**config.mk**
```make
export PLATFORM = sky130hd
export DESIGN_NAME = hamming16_enc_flat
export DESIGN_NICKNAME = d
export VERILOG_FILES = /design/src/rtl/hamming16_enc_if.sv /design/src/rtl/hamming16_enc.sv /design/src/flat_wrapper.sv
export SDC_FILE = /design/constraint.sdc
export NUM_CORES = 1
export LEC_CHECK = 0
export ABC_CLOCK_PERIOD_IN_PS = 1900
export BUFFER_PORTS_ARGS = -buffer_cell sky130_fd_sc_hd__buf_2
export CELL_PAD_IN_SITES_DETAIL_PLACEMENT = 1
export CELL_PAD_IN_SITES_GLOBAL_PLACEMENT = 2
export CORE_MARGIN = 2
export CORE_UTILIZATION = 32
export DETAILED_ROUTE_END_ITERATION = 16
export PLACE_DENSITY = 0.82
export SYNTH_ARGS = -nofsm -noshare
export SYNTH_HDL_FRONTEND = slang
export SYNTH_SLANG_ARGS = --single-unit
```
**constraint.sdc**
```tcl
create_clock -name clk -period 1.9 [get_ports clk]
set_input_delay 0.19 -clock clk [delete_from_list [all_inputs] [get_ports clk]]
set_output_delay 0.19 -clock clk [all_outputs]
set_load 0.005 [all_outputs]
```
**src/rtl/hamming16_enc_if.sv**
```systemverilog
// Handshake bundle for the Hamming(21,16) encoder: input word with injection
// sideband on one side, codeword with injection flag on the other.
interface hamming16_enc_if;
    logic        in_valid;
    logic        in_ready;
    logic [15:0] in_data;
    logic        inj_en;
    logic [4:0]  inj_pos;
    logic        out_valid;
    logic        out_ready;
    logic [20:0] out_code;
    logic        out_inj;

    // Valid/ready: a beat transfers on a rising edge where valid & ready are
    // both high; a producer holds its payload stable until that edge.
    modport master (
        output in_valid, in_data, inj_en, inj_pos, out_ready,
        input  in_ready, out_valid, out_code, out_inj
    );

    modport slave (
        input  in_valid, in_data, inj_en, inj_pos, out_ready,
        output in_ready, out_valid, out_code, out_inj
    );
endinterface

```
**src/rtl/hamming16_enc.sv**
```systemverilog
// Two-stage elastic Hamming(21,16) encoder with per-word single-bit error
// injection and a wrapping count of delivered codewords.
module hamming16_enc #(
    parameter int CNT_W = 16
) (
    input  logic             clk,
    input  logic             rst_n,
    hamming16_enc_if.slave   bus,
    output logic [CNT_W-1:0] word_cnt
);

    logic        s1_valid;
    logic [15:0] s1_data;
    logic        s1_inj_en;
    logic [4:0]  s1_inj_pos;

    logic        s2_valid;
    logic [20:0] s2_code;
    logic        s2_inj;

    logic        s1_load;
    logic        s2_load;
    logic [20:0] placed;
    logic [20:0] enc_code;
    logic        inj_hit;

    assign s2_load     = s1_valid & (~s2_valid | bus.out_ready);
    assign bus.in_ready = ~s1_valid | ~s2_valid | bus.out_ready;
    assign s1_load     = bus.in_valid & bus.in_ready;

    assign bus.out_valid = s2_valid;
    assign bus.out_code  = s2_code;
    assign bus.out_inj   = s2_inj;

    // Parity k covers every index whose position (index+1) has bit k set;
    // parity slots are still zero in 'placed', so they do not disturb the XOR.
    always_comb begin
        placed        = '0;
        placed[2]     = s1_data[0];
        placed[6:4]   = s1_data[3:1];
        placed[14:8]  = s1_data[10:4];
        placed[20:16] = s1_data[15:11];

        enc_code     = placed;
        enc_code[0]  = ^(placed & 21'h155555);
        enc_code[1]  = ^(placed & 21'h066666);
        enc_code[3]  = ^(placed & 21'h187878);
        enc_code[7]  = ^(placed & 21'h007F80);
        enc_code[15] = ^(placed & 21'h1F8000);

        inj_hit = s1_inj_en && (s1_inj_pos <= 5'd20);
        if (inj_hit) begin
            enc_code = enc_code ^ (21'd1 << s1_inj_pos);
        end
    end

    always_ff @(posedge clk) begin
        if (!rst_n) begin
            s1_valid   <= 1'b0;
            s1_data    <= '0;
            s1_inj_en  <= 1'b0;
            s1_inj_pos <= '0;
            s2_valid   <= 1'b0;
            s2_code    <= '0;
            s2_inj     <= 1'b0;
            word_cnt   <= '0;
        end else begin
            if (s1_load) begin
                s1_data    <= bus.in_data;
                s1_inj_en  <= bus.inj_en;
                s1_inj_pos <= bus.inj_pos;
            end

            if (s1_load) begin
                s1_valid <= 1'b1;
            end else if (s2_load) begin
                s1_valid <= 1'b0;
            end

            if (s2_load) begin
                s2_code <= enc_code;
                s2_inj  <= inj_hit;
            end

            if (s2_load) begin
                s2_valid <= 1'b1;
            end else if (bus.out_ready) begin
                s2_valid <= 1'b0;
            end

            if (s2_valid && bus.out_ready) begin
                word_cnt <= word_cnt + 1'b1;
            end
        end
    end

endmodule

```
**src/flat_wrapper.sv**
```systemverilog
// flat-port wrapper written by rule: the top's interface ports become plain ports
module hamming16_enc_flat 
#(
    parameter int CNT_W = 16
)
  (clk, rst_n, word_cnt, bus_in_valid, bus_in_data, bus_inj_en, bus_inj_pos, bus_out_ready, bus_in_ready, bus_out_valid, bus_out_code, bus_out_inj);
  hamming16_enc_if bus_i ();
  input  logic clk;
  input  logic rst_n;
  output logic [CNT_W-1:0] word_cnt;
  input wire logic [$bits(bus_i.in_valid)-1:0] bus_in_valid;
  input wire logic [$bits(bus_i.in_data)-1:0] bus_in_data;
  input wire logic [$bits(bus_i.inj_en)-1:0] bus_inj_en;
  input wire logic [$bits(bus_i.inj_pos)-1:0] bus_inj_pos;
  input wire logic [$bits(bus_i.out_ready)-1:0] bus_out_ready;
  output wire logic [$bits(bus_i.in_ready)-1:0] bus_in_ready;
  output wire logic [$bits(bus_i.out_valid)-1:0] bus_out_valid;
  output wire logic [$bits(bus_i.out_code)-1:0] bus_out_code;
  output wire logic [$bits(bus_i.out_inj)-1:0] bus_out_inj;
  assign bus_i.in_valid = bus_in_valid;
  assign bus_i.in_data = bus_in_data;
  assign bus_i.inj_en = bus_inj_en;
  assign bus_i.inj_pos = bus_inj_pos;
  assign bus_i.out_ready = bus_out_ready;
  assign bus_in_ready = bus_i.in_ready;
  assign bus_out_valid = bus_i.out_valid;
  assign bus_out_code = bus_i.out_code;
  assign bus_out_inj = bus_i.out_inj;
  hamming16_enc #(.CNT_W(CNT_W)) u_core (.clk(clk), .rst_n(rst_n), .bus(bus_i), .word_cnt(word_cnt));
endmodule
```
* Yosys cells after proc, flatten, opt, wreduce, memory -nomap -nowiden
Index checks and enable logic that the tools add are counted.
** Storage, ports and cells
- Register bits after elaboration :: 62
- Input bits :: 26
- Output and inout bits :: 40
- Logic and storage cells :: 33
** Operators by class
- Add/sub/neg operators :: 1
- Order comparisons :: 1
- Shift-type cells :: 1
- Muxes and demuxes :: 5
- Bitwise operators :: 8
- Reductions and logical operators :: 9
** Operator list (number)
- 21-bit XOR reduction :: 5
- 21-bit two-way mux :: 1
- 1-bit by 5-bit << shifter with 21-bit output (first input constant) :: 1
- 21-bit XOR :: 1
- 16-bit by 1-bit adder with 16-bit output (second input constant) :: 1
- 5-bit less-or-equal comparator (second input constant) :: 1
- 1-bit two-way mux :: 4
- 2-bit nonzero test :: 2
- 1-bit OR :: 3
- 1-bit bitwise AND :: 2
- 1-bit logical AND :: 2
- 1-bit inverter :: 2

* Depth between registers and ports, before layout
Gate-level depths: netlist of the first run.
- Word-level depth :: 5
- Mapped depth :: 6
- Gate-level depth less buffers :: 5

* Worst setup path before layout of the first run
OpenSTA, ideal clock, no wires.
- Kind :: register to register
- Start point :: reg u_core.s1_inj_en
- End point :: reg u_core.s2_code[1] (netlist: u_core.bus.out_code[1])
- Setup time :: 86 ps
- Arrival :: 1699 ps
- Required time :: 1814 ps
- Path slack :: 115 ps
- Stages on the path, launching flop included :: 6
- Buffers on the path :: 1
- Period minus slack after synthesis :: 1785 ps
- Cell sequence :: dfxtp_1 or3b_1 buf_2 or4b_1 xnor3_1 a211oi_1
** On the way
- Longest elaborated chain between the ends :: 2
** Ends and longest elaborated chain
- start, declared :: RTL line hamming16_enc.sv:14 : logic s1_inj_en;
- start signal, assigned :: RTL line hamming16_enc.sv:70 : s1_inj_en <= bus.inj_en;
- 1-bit logical AND :: RTL line hamming16_enc.sv:51 : inj_hit = s1_inj_en && (s1_inj_pos <= 5'd20);
- 21-bit two-way mux :: RTL line hamming16_enc.sv:52 : if (inj_hit) begin
- end signal, assigned :: RTL line hamming16_enc.sv:81 : s2_code <= enc_code;
- end, declared :: RTL line hamming16_enc.sv:18 : logic [20:0] s2_code;
No other way between the ends.
A chain may end at the register's enable or synchronous reset.

* Worst setup path in the final report of the first run
- Start point :: reg u_core.word_cnt[0]
- End point :: reg u_core.word_cnt[14]
** On the way
- Longest elaborated chain between the ends :: 1
** Ends and longest elaborated chain
- start, declared :: RTL line hamming16_enc.sv:9 : output logic [CNT_W-1:0] word_cnt
- start signal, assigned :: RTL line hamming16_enc.sv:92 : word_cnt <= word_cnt + 1'b1;
- 16-bit by 1-bit adder with 16-bit output :: RTL line hamming16_enc.sv:92
No other way between the ends.

==> flow_summary_export.csv, run 1 <==
group,metric,value,unit
routing,dr.first_iter.drc_count,79,
die,die-width,101,um
die,start_util,32.8,%
routing,routedWlPerCell,14.9,um
power_and_ir_drop,pwr-share-clk,35.1,%
finish,fillers,1100,
flow_run,drv_cap,0,
finish,seq_area,0.00124,sq mm
die,coreArea,0.00915,sq mm
power_and_ir_drop,p_leak,1.50,nW
placement,dpl.hpwl,5750,um
finish,num-nets-final,438,
routing,routed-via-count,2592,
worst_setup_path,timing.rr.start,"u_core.word_cnt[0]$_SDFFE_PN0P_",
power_and_ir_drop,p_switching,0.748,mW
global_routing,grt-ovfl-total,0,
timing,finalCriticalPeriod,1790,ps
finish,fin_cells,526,
power_and_ir_drop,p_per_area,786,mW/mm^2
global_routing,track_usage,16.5,%
cts,post_cts_buffers,0,
worst_hold_path,hp-class,"input port to register",
cts,cts_buffer_depth,2,
logic_synthesis,yosys_warnings,0,
finish,final_cell_area,0.00371,sq mm
timing,fmax,559,MHz
timing,skew,5.84,ps
routing,wl,7830,um
finish,multi_input_area,0.00167,sq mm
timing,fin_crit_sh,94.2,%
placement,gp_congestion,0.862,
worst_setup_path,crit_type,"register to register",
cts,cts_resized,0,
logic_synthesis,syn-instance-count,339,
global_routing,grt_max_degree,57,
logic_synthesis,synth_area,0.00300,sq mm
worst_hold_path,hp-start,"bus_inj_pos[0]",
timing,timing.setup.tns,0,ps
power_and_ir_drop,p_int,2.17,mW
worst_hold_path,hold-path-cell-count,3,
timing,slew_viol_final,0,
worst_setup_path,end_kind,"register",
timing,setup_viol,0,
placement,post-place-ws,52.7,ps
worst_setup_path,crit_fanout,4,
cts,cts_buffers,9,
worst_setup_path,ff2ff_path_depth,5,
worst_setup_path,critPathRequiredTime,2170,ps
placement,place.port_buffers,65,
logic_synthesis,ys_top_cells_by_area,"dfxtp_1, xnor2_1, nand2_1",
cts,tritoncts,"yes",
logic_synthesis,synth-seq-cells,62,
cts,cts_hold_buf,0,
logic_synthesis,synth_nets,366,
timing,whs,84.8,ps
power_and_ir_drop,total_power,2.92,mW
finish,final_util,40.6,%
worst_setup_path,start_kind,"register",
cts,cts_sinks,62,
routing,ant_nets,0,
power_and_ir_drop,netSwitchingFraction,25.6,%
worst_hold_path,hold-path-endpoint,"u_core.s1_inj_pos[0]$_SDFFE_PN0P_",
cts,clkLatencyLatePin,340,ps
power_and_ir_drop,pwr-share-seq,48.7,%
timing,rsz0062_at_grt,"false",
run_status,status,"completed",
die,dieArea,0.0102,sq mm
logic_synthesis,synth_top_cell_by_area,"dfxtp_1",
routing,via_per_inst,4.93,
global_routing,grt_pass1_vias,2666,
logic_synthesis,syn_avg_cell_area,8.86,sq um
cts,ctsHtreeMaxLevel,3,
logic_synthesis,ys_seq_area_share,41.3,%
timing,setup_slack,110,ps
worst_setup_path,critPathLaunch,"u_core.word_cnt[0]$_SDFFE_PN0P_",
placement,dp.cells,511,
cts,path_clk_slew,70,ps
die,die_h,101,um
power_and_ir_drop,irDropWorstVdd,0.322,mV
timing,max-slew-margin-rel,72.5,%
routing,drt_first_pass_iters,4,
global_routing,grt_pass1_wl,13100,um
placement,placed_area,0.00354,sq mm
timing,finalHoldViolations,0,
worst_setup_path,r2r-end,"u_core.word_cnt[14]$_SDFFE_PN0P_",
finish,syn2layout_area_growth,23.7,%
logic_synthesis,yosysTopAreaCellShare,41.3,%
timing,tightest_slew,407,ps
cts,cts_root_buf,"clkbuf_8",
power_and_ir_drop,p_comb_share,16.2,%
routing,route.detailed.drc,0,
die,rows,35,
die,io_pins,66,
finish,drive_above_1_share,25.3,%
global_routing,antenna_found_initial,0,
logic_synthesis,synth_cell_types,39,
worst_setup_path,arrival,2060,ps
finish,num_antenna_cells,0,
worst_setup_path,r2r_setup_slack,110,ps
-- Yosys cell counts --
master	number
dfxtp_1	62
nand2_1	56
a21oi_1	35
nor2_1	34
xnor2_1	27
a211oi_1	15
clkbuf_1	12
xor2_1	11
xnor3_1	9
nand3_1	8
o21ai_0	7
buf_2	6
nor3_1	6
nor4b_1	6
nand3b_1	5
nor4_1	5
buf_1	4
nand4_1	4
inv_1	3
and4_1	2
nor4b_2	2
o31ai_1	2
or4_1	2
and2b_2	1
ha_1	1
nand2b_1	1
nand3_2	1
nor2b_1	1
nor4_2	1
o21a_1	1
o22ai_1	1
o41ai_1	1
or3_1	1
or3_4	1
or3b_1	1
or3b_2	1
or4b_1	1
xnor3_2	1
xor3_1	1
-- worst max-delay path: stages (launching register included) --
cell	delay, ps
dfxtp_1	400
ha_1	210
nand4_1	190
nor4_2	290
or3b_2	470
a21oi_1	160
-- metal layers --
metal / share of wire [%] / up-vias / track usage (%)
met5: 0 / - / 0
met4: 0.81 / 0 / 3.95
met3: 6.7 / 8 / 5.83
met2: 48 / 73 / 26.7
met1: 45 / 1198 / 21.1
li1: - / 1313 / -
-- registers in the layout, summed over array words and instances (netlist names) --
| register | count |
|---|---|
| u_core.s1_inj_pos | 5 |
| u_core.word_cnt | 16 |
| u_core.s1_valid | 1 |
| u_core.s1_data | 16 |
| u_core.bus.out_inj | 1 |
| u_core.s1_inj_en | 1 |
| u_core.bus.out_code | 21 |
| u_core.bus.out_valid | 1 |
-- worst max-delay path by stage --
stage	end	depth (start not counted)
final	u_core.word_cnt[14]$_SDFFE_PN0P_	5
after global routing	u_core.word_cnt[14]$_SDFFE_PN0P_	5
after CTS	u_core.word_cnt[14]$_SDFFE_PN0P_	5
after detailed placement	u_core.word_cnt[14]$_SDFFE_PN0P_	5
after global placement	u_core.word_cnt[14]$_SDFFE_PN0P_	5
after floorplan	u_core.bus.out_code[1]$_SDFFE_PN0P_	5
-- cell families after synthesis --
group	Yosys count	share of synthesized area, %
AOI/OAI and AO/OA	62	12.0
buffers and inverters	25	3.37
DFF	62	41.3
and+or+nand+nor	140	23.5
xor gates and xnor gates	49	19.4
adders and majority gates	1	0.416
-- power by group through the flow --
stage	combinational, mW	clock, mW	sequential [mW]
after global placement	0.472	0	1.45
after detailed placement	0.480	0	1.45
after CTS	0.482	1.07	1.42
after floorplan	0.331	0	1.44
after global routing	0.527	1.12	1.43
final	0.473	1.02	1.42
-- cell usage in the layout (no fill, tap or decap), drive strengths merged, types with 4 or more instances in the layout --
cell type	synthesis	layout
nand3	9	9
nand3b	5	5
nor3	6	6
buf	10	83
nor4b	8	8
a21oi	35	35
dfxtp	62	62
nor4	6	6
xnor3	10	10
clkbuf	12	14
nand2	56	56
nand4	4	4
xnor2	27	27
xor2	11	11
o21ai	7	7
nor2	34	34
a211oi	15	15
-- final cells by class --
cell class                 count  share of cell area, %
multi-input combinational    252                   45.0
sequential                    62                   33.4
timing repair buffer          83                   13.1
clock buffer                  14                   4.38
tap                          111                   3.74
inverter                       3                  0.303
clock inverter                 1                  0.135
Note: power is estimated with default switching activity, not from simulation.
==> inputs of run 2 (changes only) <==
Settings changed: CORE_MARGIN 2 to 5, SKIP_CTS_REPAIR_TIMING set to 1.
==> flow_summary_export.csv, run 2 (synthesis gave the netlist of run 1 again) <==
group,metric,value,unit
finish,syn2layout_area_growth,24.3,%
finish,mostFrequentLayoutCell,"buf_2",
timing,skew,11.3,ps
routing,wl,8090,um
global_routing,antenna_found_initial,2,
power_and_ir_drop,p_per_area,811,mW/mm^2
cts,cts_buffers,9,
finish,final_util,40.6,%
run_status,status,"completed",
routing,highest_layer,"met5",
worst_hold_path,hold-path-endpoint,"u_core.s1_data[2]$_SDFFE_PN0P_",
worst_setup_path,r2r-end,"u_core.bus.out_code[0]$_SDFFE_PN0P_",
worst_setup_path,critPathRequiredTime,2170,ps
routing,dr.first_iter.drc_count,64,
worst_setup_path,crit_fanout,7,
global_routing,track_usage,14.7,%
finish,fillers,1101,
timing,fmax,560,MHz
placement,dpl.hpwl,5920,um
die,io_pins,66,
die,start_util,32.7,%
cts,cts_sinks,62,
finish,num_antenna_cells,0,
timing,setup_viol,0,
timing,tightest_slew,395,ps
global_routing,grt-ovfl-total,0,
finish,mostFrequentLayoutCells,"buf_2, dfxtp_1, nand2_1, a21oi_1, nor2_1",
die,rows,35,
cts,tritoncts,"yes",
timing,finalCriticalPeriod,1780,ps
power_and_ir_drop,irDropWorstVdd,0.341,mV
worst_setup_path,r2r_setup_slack,120,ps
timing,slew_viol_final,0,
worst_hold_path,hold-path-cell-count,3,
placement,place.port_buffers,65,
routing,wl_met1,3710,um
cts,cts_root_buf,"clkbuf_8",
worst_setup_path,start_kind,"register",
cts,path_clk_slew,70,ps
routing,dr_wl_met2,3710,um
cts,ctsHtreeMaxLevel,3,
worst_setup_path,arrival,2050,ps
global_routing,grt_max_degree,57,
worst_hold_path,hp-start,"bus_in_data[2]",
worst_setup_path,crit_type,"register to register",
global_routing,grt_pass1_wl,13300,um
die,coreArea,0.00920,sq mm
worst_setup_path,timing.rr.start,"u_core.s1_inj_en$_SDFFE_PN0P_",
finish,num-nets-final,438,
timing,timing.setup.tns,0,ps
timing,max-slew-margin-rel,73.6,%
routing,route.detailed.drc,0,
finish,largest_reg_flops,21,
routing,drt_first_pass_iters,4,
routing,via_per_inst,5.02,
power_and_ir_drop,p_leak,1.51,nW
timing,fin_crit_sh,93.9,%
timing,finalHoldViolations,0,
worst_hold_path,hp-class,"input port to register",
routing,routedWlPerCell,15.3,um
die,dieArea,0.0114,sq mm
cts,clkLatencyLatePin,350,ps
die,die-width,107,um
global_routing,grt_pass1_vias,2676,
routing,route.met3.wl,553,um
timing,rsz0062_at_grt,"false",
cts,cts_buffer_depth,2,
placement,gp_congestion,0.777,
worst_setup_path,end_kind,"register",
flow_run,drv_cap,0,
finish,drive_above_1_share,26.4,%
routing,ant_nets,0,
worst_setup_path,ff2ff_path_depth,5,
routing,routed-via-count,2643,
die,die_h,107,um
## run 2: worst max path at each step
| stage | end | startpoint |
|---|---|---|
| 2_1_floorplan | u_core.bus.out_code[1]$_SDFFE_PN0P_ | u_core.s1_inj_en$_SDFFE_PN0P_ |
| 6_report | u_core.bus.out_code[0]$_SDFFE_PN0P_ | u_core.s1_inj_en$_SDFFE_PN0P_ |
| 3_5_place_dp | u_core.word_cnt[14]$_SDFFE_PN0P_ | u_core.word_cnt[0]$_SDFFE_PN0P_ |
| 3_3_place_gp | u_core.word_cnt[14]$_SDFFE_PN0P_ | u_core.word_cnt[0]$_SDFFE_PN0P_ |
| 5_1_grt | u_core.bus.out_code[0]$_SDFFE_PN0P_ | u_core.s1_data[11]$_SDFFE_PN0P_ |
| 4_1_cts | u_core.word_cnt[14]$_SDFFE_PN0P_ | u_core.word_cnt[0]$_SDFFE_PN0P_ |
## run 2: where the power goes
part           switching [mW]  total (mW)  internal [mW]
clock network           0.529        1.13          0.598
logic                   0.206       0.476          0.270
registers              0.0593        1.42           1.36
total                   0.795        3.03           2.23
## run 2: worst max-delay path: stages (launching register included)
cell and delay [ps]:
dfxtp_1 390, or3b_1 390, buf_4 190, nor4_2 130
xnor3_1 440, o22ai_1 180
## run 2: layout make-up
class	instances	area (sq um)	area share, %
clock inverter	5	50.0	1.34
inverter	3	11.3	0.302
multi-input combinational	252	1670	44.8
timing repair buffer	83	485	13.0
sequential	62	1240	33.3
clock buffer	11	131	3.52
tap	111	139	3.72
## run 2: through the flow
step	total power [mW]	instances	setup WS, ps	hold WS (ps)	instance area [sq um]
after CTS	3.07	527	88.9	64.6	3720
after global placement	1.92	511	190	437	3540
after floorplan	1.77	339	115	326	3000
final	3.03	527	116	80.0	3730
after global routing	3.19	527	0.361	63.0	3730
after detailed placement	1.93	511	101	440	3540
## run 2: routing by layer
layer  global-route usage (%)  vias to the layer above
met4                     4.75                        4
met1                     18.6                     1244
met3                     5.24                       13
met2                     23.2                       64
met5                        0                        -
li1                         -                     1318
==> inputs of run 3 (changes only) <==
Settings changed: CORE_ASPECT_RATIO set to 0.7.
==> flow_summary_export.csv, run 3 (synthesis gave the netlist of run 1 again) <==
group,metric,value,unit
routing,route.detailed.drc,0,
timing,fin_crit_sh,97.5,%
finish,num_antenna_cells,0,
timing,setup_slack,48.1,ps
worst_setup_path,start_kind,"register",
cts,clkLatencyLatePin,330,ps
die,die-width,126,um
timing,max-slew-margin-rel,66.7,%
worst_setup_path,crit_fanout,3,
power_and_ir_drop,p_leak,1.58,nW
die,coreArea,0.00911,sq mm
finish,largest_reg_flops,21,
finish,num-nets-final,441,
finish,mostFrequentLayoutCell,"buf_2",
placement,dp.cells,527,
power_and_ir_drop,total_power,3.68,mW
power_and_ir_drop,irDropWorstVdd,0.504,mV
global_routing,grt_max_degree,57,
die,dieArea,0.0115,sq mm
global_routing,track_usage,16.0,%
die,start_util,33.0,%
placement,gp_congestion,0.778,
power_and_ir_drop,p_per_area,943,mW/mm^2
worst_setup_path,arrival,2090,ps
routing,routedWlPerCell,16.6,um
cts,ctsHtreeMaxLevel,3,
routing,routed-via-count,2646,
timing,setup_viol,0,
worst_setup_path,crit_type,"register to register",
die,rows,29,
run_status,status,"completed",
timing,skew,4.57,ps
cts,cts_buffer_depth,2,
finish,seq_area,0.00124,sq mm
placement,placed_area,0.00358,sq mm
worst_hold_path,hp-class,"input port to register",
cts,cts_sinks,62,
placement,post-place-ws,119,ps
routing,ant_nets,0,
finish,mostFrequentLayoutCells,"buf_2, dfxtp_1, nand2_1, a21oi_1, nor2_1",
timing,finalCriticalPeriod,1850,ps
finish,multi_input_area,0.00168,sq mm
worst_setup_path,end_kind,"register",
cts,cts_root_buf,"clkbuf_16",
routing,dr.first_iter.drc_count,78,
global_routing,grt-ovfl-total,0,
die,die_h,91.1,um
timing,fmax,540,MHz
routing,via_per_inst,4.87,
routing,wl,9000,um
global_routing,grt_pass1_vias,2768,
routing,drt_first_pass_iters,4,
worst_setup_path,critPathRequiredTime,2140,ps
timing,slew_viol_final,0,
cts,cts_buffers,9,
timing,tightest_slew,499,ps
placement,dpl.hpwl,6650,um
finish,drive_above_1_share,26.7,%
timing,finalHoldViolations,0,
global_routing,grt_pass1_wl,14600,um
placement,place.port_buffers,65,
finish,final_cell_area,0.00391,sq mm
cts,tritoncts,"yes",
flow_run,drv_cap,0,
finish,syn2layout_area_growth,30.1,%
timing,whs,96.1,ps
cts,path_clk_slew,50,ps
finish,fillers,1100,
finish,fin_cells,543,
die,io_pins,66,
global_routing,antenna_found_initial,0,
==> run 3: cell count changes in the layout (fill, tap and decap cells not counted), moves of 2 or more <==
cell	delta
clkbuf_8	-8
buf_4	+3
clkinv_2	-2
clkbuf_16	+9
==> run 3: where the power goes <==
| group | switching, mW | internal, mW |
|---|---|---|
| logic | 0.222 | 0.271 |
| registers | 0.0648 | 1.37 |
| clock network | 0.580 | 1.18 |
==> run 3: final cells by class <==
cell class | count | area share [%]
clock inverter | 4 | 1.79
timing repair buffer | 86 | 13.0
multi-input combinational | 252 | 42.9
tap | 124 | 3.97
inverter | 3 | 0.288
clock buffer | 12 | 6.31
sequential | 62 | 31.8
==> run 3: per-layer routing <==
metal	track usage (%)	up-vias	wire (um)
li1	-	1323	-
met1	23.4	1241	4470
met2	22.9	71	3810
met3	4.28	11	610
met4	5.00	0	110
met5	0	-	0
==> run 3: stage by stage <==
stage          util (%)  setup TNS (ps)
3_3_place_gp       39.3               0
3_5_place_dp       39.3               0
2_1_floorplan         -               0
4_1_cts            42.8               0
6_report           42.9               0
5_1_grt            42.9           -30.8
==> run 3: final timing paths <==
path | from | end | slack, ps | depth (start not counted)
max reg2reg | u_core.s1_data[2]$_SDFFE_PN0P_ | u_core.bus.out_code[3]$_SDFFE_PN0P_ | 50 | 4
min reg2reg | u_core.bus.out_code[0]$_SDFFE_PN0P_ | u_core.bus.out_code[0]$_SDFFE_PN0P_ | 470 | 2
max | u_core.s1_data[2]$_SDFFE_PN0P_ | u_core.bus.out_code[3]$_SDFFE_PN0P_ | 50 | 4
min | bus_in_data[14] | u_core.s1_data[14]$_SDFFE_PN0P_ | 100 | 3
==> run 3: critical path: stages, from the launching register on <==
cell and delay (ps):
dfxtp_1 410, xor2_1 260, xnor3_1 480, xnor3_1 350
a211oi_1 260
